`src/rtl/mem_pkg.sv`:
```
// Shared definitions for the data-port memory responder.
//   state_t     : responder FSM state encoding
//   WORD_W      : data word width in bits
//   BYTE_OFF_W  : number of byte-offset bits below the word index
package mem_pkg;

  localparam int WORD_W     = 32;
  localparam int BYTE_OFF_W = 2;

  typedef enum logic [1:0] {
    ST_IDLE = 2'd0,
    ST_WAIT = 2'd1,
    ST_RESP = 2'd2
  } state_t;

endpackage

```
`src/rtl/mem_array.sv`:
```
// Word-addressed RAM backing the data-port responder.
// Synchronous write, asynchronous read, no reset of contents.
// Ports:
//   clk    : clock, write occurs on rising edge when we=1
//   we     : write enable
//   addr   : word index, shared by read and write
//   wdata  : write data
//   rdata  : combinational read data at addr
module mem_array
  import mem_pkg::*;
#(
  parameter int DEPTH_WORDS = 64,
  localparam int IDX_W = $clog2(DEPTH_WORDS)
) (
  input  logic              clk,
  input  logic              we,
  input  logic [IDX_W-1:0]  addr,
  input  logic [WORD_W-1:0] wdata,
  output logic [WORD_W-1:0] rdata
);

  logic [WORD_W-1:0] mem [DEPTH_WORDS];

  always_ff @(posedge clk) begin
    if (we) mem[addr] <= wdata;
  end

  assign rdata = mem[addr];

endmodule

```
`src/rtl/data_mem_responder.sv`:
```
// Memory-side responder for the core data port. Accepts one word load/store
// at a time over valid/ready, waits WAIT_CYCLES extra cycles, then presents
// a response held until rsp_ready.
//
//   state   | meaning
//   --------+-----------------------------------------------------------
//   ST_IDLE | req_ready=1, waiting for req_valid; captures the request
//   ST_WAIT | counting down wait states; commits store / samples load at 0
//   ST_RESP | rsp_valid=1, rsp_* held until rsp_ready
//
// Ports:
//   clk, reset (async, active-low)
//   req_valid/req_ready handshake, req_write, req_addr (byte), req_wdata
//   rsp_valid/rsp_ready handshake, rsp_rdata, rsp_err
module data_mem_responder
  import mem_pkg::*;
#(
  parameter int DEPTH_WORDS = 64,
  parameter int WAIT_CYCLES = 2
) (
  input  logic              clk,
  input  logic              reset,
  input  logic              req_valid,
  output logic              req_ready,
  input  logic              req_write,
  input  logic [WORD_W-1:0] req_addr,
  input  logic [WORD_W-1:0] req_wdata,
  output logic              rsp_valid,
  input  logic              rsp_ready,
  output logic [WORD_W-1:0] rsp_rdata,
  output logic              rsp_err
);

  localparam int IDX_W = $clog2(DEPTH_WORDS);
  localparam int CNT_W = (WAIT_CYCLES > 0) ? $clog2(WAIT_CYCLES + 1) : 1;

  state_t            state;
  logic [CNT_W-1:0]  cnt;
  logic              cap_write;
  logic [IDX_W-1:0]  cap_idx;
  logic [WORD_W-1:0] cap_wdata;
  logic              cap_err;

  logic              req_err;
  logic              commit;
  logic              mem_we;
  logic [WORD_W-1:0] mem_rdata;

  // Misaligned, or any address bit above the RAM's word index is set.
  assign req_err = (req_addr[BYTE_OFF_W-1:0] != '0) ||
                   (req_addr[WORD_W-1:IDX_W+BYTE_OFF_W] != '0);

  // The counter holds the wait cycles still to go after the first WAIT
  // cycle, so the edge entering RESP is accept edge + 1 + WAIT_CYCLES.
  assign commit = (state == ST_WAIT) && (cnt == '0);
  assign mem_we = commit && cap_write && !cap_err;

  mem_array #(.DEPTH_WORDS(DEPTH_WORDS)) u_mem (
    .clk   (clk),
    .we    (mem_we),
    .addr  (cap_idx),
    .wdata (cap_wdata),
    .rdata (mem_rdata)
  );

  always_ff @(posedge clk or negedge reset) begin
    if (!reset) begin
      state     <= ST_IDLE;
      cnt       <= '0;
      cap_write <= 1'b0;
      cap_idx   <= '0;
      cap_wdata <= '0;
      cap_err   <= 1'b0;
      req_ready <= 1'b1;
      rsp_valid <= 1'b0;
      rsp_rdata <= '0;
      rsp_err   <= 1'b0;
    end else begin
      case (state)
        ST_IDLE: begin
          if (req_valid) begin
            cap_write <= req_write;
            cap_idx   <= req_addr[IDX_W+BYTE_OFF_W-1:BYTE_OFF_W];
            cap_wdata <= req_wdata;
            cap_err   <= req_err;
            cnt       <= CNT_W'(WAIT_CYCLES);
            req_ready <= 1'b0;
            state     <= ST_WAIT;
          end
        end
        ST_WAIT: begin
          if (cnt == '0) begin
            // Read sees RAM before this edge's write; stores return 0 anyway.
            rsp_valid <= 1'b1;
            rsp_err   <= cap_err;
            rsp_rdata <= (cap_err || cap_write) ? '0 : mem_rdata;
            state     <= ST_RESP;
          end else begin
            cnt <= cnt - CNT_W'(1);
          end
        end
        ST_RESP: begin
          if (rsp_ready) begin
            rsp_valid <= 1'b0;
            rsp_err   <= 1'b0;
            rsp_rdata <= '0;
            req_ready <= 1'b1;
            state     <= ST_IDLE;
          end
        end
        default: begin
          state     <= ST_IDLE;
          req_ready <= 1'b1;
          rsp_valid <= 1'b0;
        end
      endcase
    end
  end

endmodule

```
`config.mk`:
```
export PLATFORM = sky130hd
export DESIGN_NAME = data_mem_responder
export DESIGN_NICKNAME = d
export VERILOG_FILES = /design/src/rtl/mem_pkg.sv /design/src/rtl/mem_array.sv /design/src/rtl/data_mem_responder.sv
export SDC_FILE = /design/constraint.sdc
export NUM_CORES = 2
export LEC_CHECK = 0
export ABC_AREA = 1
export ABC_CLOCK_PERIOD_IN_PS = 3450
export BUFFER_PORTS_ARGS = -buffer_cell sky130_fd_sc_hd__buf_2
export CAP_MARGIN = 0
export CORE_MARGIN = 10
export CORE_UTILIZATION = 50
export DETAILED_ROUTE_END_ITERATION = 10
export PLACE_DENSITY = 0.69
export SYNTH_ARGS = -nofsm -noshare
export SYNTH_HDL_FRONTEND = slang
export SYNTH_SLANG_ARGS = --single-unit
export TNS_END_PERCENT = 5
```
`constraint.sdc`:
```
create_clock -name clk -period 3.45 [get_ports clk]
set_input_delay 0 -clock clk [delete_from_list [all_inputs] [get_ports clk]]
set_output_delay 0 -clock clk [all_outputs]
set_load 0.02 [all_outputs]
```
* After elaboration in Yosys (flattened, before gate mapping)
Memories as Yosys holds them, arrays and structs flattened.
Index checks and enable logic that the tools add are counted.
** Word-level totals
- Memories :: 1
- Input bits :: 69
- Bits in writable memories :: 2048
- Register bits :: 79
- Logic and storage cells :: 59
- Output and inout bits :: 35
** Memory list
- u_mem.mem :: words 64, width 32, rd ports 1, clocked after Yosys merged registers in 0, wr ports 1, RTL line mem_array.sv:22 : logic [WORD_W-1:0] mem [DEPTH_WORDS];
** Operators by class
- Reduce and logical (&&, ||, !) cells :: 18
- Mux-type cells :: 21
- Add/sub/neg operators :: 1
- Equal/unequal tests :: 6
- Bitwise operators :: 2
** Operator list (number)
- 32-bit 2-to-1 mux :: 3
- 32-bit case mux with 2 select lines :: 1
- 24-bit nonzero test :: 1
- 3-bit AND reduction :: 5
- 2-bit 2-to-1 mux :: 5
- 1-bit 2-to-1 mux :: 7
- 2-bit inequality test (second input constant) :: 3
- 1-bit case mux with 3 select lines :: 2
- 2-bit case mux with 3 select lines :: 1
- 2-bit nonzero test :: 3
- 2-bit logical NOT :: 2
- 2-bit case mux with 2 select lines :: 1
- 1-bit logical AND :: 3
- 2-bit by 1-bit equality test with 1-bit output (second input constant) :: 1
- 2-bit equality test (second input constant) :: 1
- 1-bit logical OR :: 2
- 2-bit by 1-bit inequality test with 1-bit output (second input constant) :: 1
- 1-bit inverter :: 2
- 1-bit case mux with 2 select lines :: 1
- 2-bit AND reduction :: 1
- 2-bit by 1-bit subtractor with 2-bit output (second input constant) :: 1
- 1-bit logical NOT :: 1

* Logic depth before layout (Yosys ltp)
- Depth after elaboration :: 6
- Depth in mapped cells :: 13
- Gate-level depth less buffers :: 10

* Hierarchy
From an unflattened synthesis, not the netlist that was laid out.
** Second synthesis, totals
- Cells, all modules :: 8785
- Area, all modules :: 89118.0 um^2
** Modules (own cells, without submodules)
- mem_array :: cells each 8408, seq. area each 61499.0 um^2, area each 85862.3 um^2, times used 1
- data_mem_responder :: cells each 377, seq. area each 1978.1 um^2, area each 3255.6 um^2, times used 1

* Least setup slack after synthesis
Ideal clock, no wire load.
- Kind :: flip-flop to flip-flop
- Start point :: register cap_idx[1]
- End point :: memory u_mem.mem[0][0] (enable)
- Period minus slack after synthesis :: 3.143 ns
- Buffers on the path :: 2
- Slack :: 0.307 ns
- Data required time :: 3.029 ns
- Library setup time :: 0.421 ns
- Stages on the path, launching flop included :: 6
- Arrival time :: 2.721 ns
- Path through :: dfrtp_1 > nor2_2 > buf_2 > buf_1 > nand3_1 > nor2_1
** RTL lines
- from (decl) :: RTL line data_mem_responder.sv:40 : logic [IDX_W-1:0] cap_idx;
- from (signal assigned) :: RTL line data_mem_responder.sv:83 : cap_idx <= req_addr[IDX_W+BYTE_OFF_W-1:BYTE_OFF_W];
- to (decl) :: RTL line mem_array.sv:22
Straight into the memory's write port.

* Worst setup path after layout
- Start point :: register cap_idx[0]
- End point :: register rsp_rdata[28]
** On the way
- Word-level cells in the longest chain between the ends :: 4
** RTL lines
- memory 64 x 32 bit
- 32-bit 2-to-1 mux :: RTL line data_mem_responder.sv:96 : rsp_rdata <= (cap_err || cap_write) ? '0 : mem_rdata;
- 32-bit 2-to-1 mux :: RTL line data_mem_responder.sv:92 : if (cnt == '0) begin
- 32-bit case mux with 2 select lines :: RTL line data_mem_responder.sv:79 : case (state)
- to (signal assigned) :: RTL line data_mem_responder.sv:96
- to (decl) :: RTL line data_mem_responder.sv:30 : output logic [WORD_W-1:0] rsp_rdata,
No other way between the ends. The select of a mux whose other input is x is not followed.
A chain may end at the register's enable or synchronous reset.

==> impl_metrics.py <==
metrics = {
    "synthesis": {
        "ys.flop_type": "edfxtp_1",
        "synthArstFlopShare_pct": 3.71,
        "avgSynthCellArea_sq_um": 10.4,
        "synth_top_area_share_pct": 67.7,
        "synth_seq_cells": 2127,
        "netlist_area_sq_um": 90900,
        "yosysWarnings": 0,
        "seq_area_frac_synth_pct": 69.9,
        "yosysTopAreaCell": "edfxtp_1",
        "synth-edff-count": 2048,
        "synth.area.top_cells": "edfxtp_1, nand2_1, inv_1",
        "postSynthCellCount": 8778,
        "synth_cell_type_count": 29,
        "syn_nets": 8848,
    },
    "placed_design": {
        "portBuffers": 103,
        "dp_cells": 11151,
        "dp_hpwl_mm": 144,
        "dp_slack_ns": 0.0814,
        "gp_congestion": 0.873,
    },
    "power_and_ir_drop": {
        "cellPowerDensity_nw_per_um2": 762,
        "switchingPower_uw": 29200,
        "vdd_drop_max_uv": 885,
        "power.share.clock_pct": 27.7,
        "switching_share_pct": 36.7,
        "power_frac_seq_pct": 43.4,
        "p_total_uw": 79600,
        "internal-power_uw": 50400,
        "power_frac_comb_pct": 28.9,
        "p_leak_uw": 0.0459,
    },
    "floorplan": {
        "die_y_microns": 446,
        "io_pins": 104,
        "die_x_microns": 446,
        "dieArea_sq_um": 199000,
        "start_util_pct": 50.3,
        "num_rows": 156,
        "core_sq_um": 181000,
    },
    "setup_path": {
        "worstPathRequired_ns": 4.19,
        "crit_arrival_ns": 4.03,
        "path_class": "reg2reg",
        "cp_max_fo": 89,
        "start_kind": "register",
        "worst_setup_path_end_kind": "register",
    },
    "cts": {
        "h-tree-depth": 4,
        "ctsRootBufferMaster": "clkbuf_16",
        "clk_pin_slew_ns": 0.06,
        "worstSkewPairLatency_ns": 0.86,
        "cts_tree": "done",
        "cts_buffer_depth": 3,
        "cts_made_buffers": 210,
        "cts.sinks": 2127,
    },
    "timing": {
        "max_slew_margin_pct": 20.2,
        "rsz0062_at_grt": "false",
        "final_max_slew_viol_count": 0,
        "fin_ws_ns": 0.158,
        "period_minus_slack_ns": 3.29,
        "setup_viol": 0,
        "hold_viol": 0,
        "tns_ns": 0,
        "worst_slew_pin_slew_ns": 1.20,
        "clock.fmax_mhz": 304,
        "fin_skew_ns": 0.0407,
        "period_share_pct": 95.4,
    },
    "final_layout": {
        "nets": 9182,
        "final_cells": 11674,
        "multi_input_area_sq_um": 19100,
        "fillers": 14194,
        "post-route-util_pct": 57.8,
        "regArea_sq_um": 63500,
        "area_growth_pct": 14.9,
        "drive_above_1_share_pct": 9.12,
    },
    "global_routing": {
        "grtUsageTotal_pct": 25.2,
        "grt_antenna_before_repair": 11,
        "grt_pass1_vias": 60002,
        "grt_overflow_total": 0,
        "grt_pass1_wl_mm": 375,
        "grt_max_degree": 90,
    },
    "route": {
        "wl_per_cell_microns": 21.9,
        "vias": 62168,
        "drc": 0,
        "ant_nets": 0,
        "drt_pass1_iterations": 8,
        "wl_mm": 255,
        "via_per_inst": 5.33,
        "drt_iter0_drc": 7749,
    },
    "run": {
        "max-cap-violations": 0,
    },
    "run_status": {
        "status": "complete, no violations",
    },
    "hold_path": {
        "min_path_type": "in2reg",
    },
}
==> placed cells by master (no fill, tap or decap), types with 9 or more instances in the layout <==
cell | Yosys | layout
dlygate4sd3_1 | 0 | 118
clkbuf_8 | 0 | 12
nor3_2 | 1 | 9
o211ai_1 | 32 | 32
dfrtp_1 | 78 | 45
nand2_1 | 2771 | 2771
clkinv_2 | 0 | 32
or2_2 | 64 | 64
dfrtp_2 | 0 | 32
edfxtp_1 | 2048 | 2048
or2_1 | 63 | 63
nor2_1 | 200 | 136
buf_2 | 263 | 102
bufinv_16 | 0 | 9
buf_4 | 9 | 173
clkbuf_1 | 87 | 56
nand3_1 | 969 | 969
o21ai_1 | 65 | 66
o21ai_0 | 200 | 199
nor2_4 | 0 | 67
buf_12 | 0 | 105
clkinv_1 | 0 | 53
clkbuf_16 | 0 | 211
inv_1 | 1881 | 1881
==> cell type report <==
type,instances,share of cell area (%)
Antenna cell,6,0.0144
Tap cell,2370,2.84
Clock buffer,279,5.42
Sequential cell,2127,60.8
Inverter,1884,6.80
Multi-Input combinational cell,4390,18.3
Clock inverter,119,0.914
Timing Repair Buffer,499,4.90
==> per-stage QoR <==
stage,hold WS [ns],cell area (sq um)
after detailed placement,0.158,96600
final,0.0788,104000
after global placement,0.161,96600
after floorplan,-0.296,90900
after CTS,0.0122,104000
after global routing,0.0802,104000
==> critical path, stage by stage (launching register included) <==
cell     delay [ns]
dfrtp_4        0.69
buf_12         0.33
buf_12         0.36
nand2_1        0.13
nand3_1        0.11
nand2_1        0.06
o21ai_0        0.40
nand2_1        0.27
nor2_1         0.47
nand2_1        0.11
nand2_1        0.08
nand2_1        0.05
==> path summary, 6_finish.rpt <==
| check | slack [ns] | endpoint | startpoint | cells past startpoint |
|---|---|---|---|---|
| worst max register to register | 0.16 | rsp_rdata[28] | cap_idx[0] | 11 |
| worst min register to register | 0.47 | req_ready | req_ready | 2 |
| worst min-delay path | 0.08 | cap_idx[0] | req_addr[2] | 4 |
| min in group asynchronous | 0.32 | req_ready | reset | 3 |
| worst max-delay path | 0.16 | rsp_rdata[28] | cap_idx[0] | 11 |
| max in group asynchronous | 2.68 | cap_wdata[18] | reset | 4 |
==> registers in the layout, indices dropped and copies added (netlist names) <==
signal     flops
cap_err        1
u_mem.mem   2048
cnt            2
req_ready      1
cap_write      1
rsp_rdata     32
rsp_valid      1
rsp_err        1
state          2
cap_wdata     32
cap_idx        6
==> cells by family after synthesis <==
| kind of cell | count (synthesis) | synth area share (%) |
|---|---|---|
| DFF | 2127 | 69.9 |
| and+or+nand+nor | 4089 | 18.6 |
| buffers and inverters | 2261 | 9.75 |
| adders and majority gates | 1 | 0.0138 |
| AOI/OAI and AO/OA | 300 | 1.74 |
==> per-layer routing <==
layer  vias up  wire length (microns)  share of wire (%)  track usage, %
met2      3207                 119000                 46            40.5
li1      28481                      -                  -               -
met4        10                  15300                6.0            13.6
met5         -                     63              0.025               0
met1     29773                  96400                 38            32.1
met3       697                  24800                9.7            5.14
==> synth_stat cells (3+ instances only) <==
| cell | n |
|---|---|
| inv_1 | 1881 |
| nand3_1 | 969 |
| nor4_1 | 6 |
| nor2_2 | 3 |
| or2_1 | 63 |
| buf_1 | 17 |
| o211ai_1 | 32 |
| nand2_1 | 2771 |
| buf_2 | 263 |
| o21ai_1 | 65 |
| dfrtp_1 | 78 |
| nor3_1 | 8 |
| nor2_1 | 200 |
| o21ai_0 | 200 |
| clkbuf_1 | 87 |
| edfxtp_1 | 2048 |
| buf_4 | 9 |
| or2_2 | 64 |
==> power groups by stage <==
stage               Clock (uW)  Sequential (uW)  Combinational, uW
finish                   22000            34500              23000
global route             23200            34600              24900
CTS                      22100            34500              22600
detailed placement           0            35100              22100
global placement             0            35000              21700
floorplan                    0            34300              12300
==> what timing repair did <==
| item | in CTS | in global routing |
|---|---|---|
| resized for setup | 0 | 1 |
| setup endpoints to repair | 0 | 1 |
| hold buffers | 119 | 0 |
| hold endpoints to repair | 155 | 0 |
| setup buffers | 0 | 0 |
No activity file was read; power rests on OpenSTA's default activity.
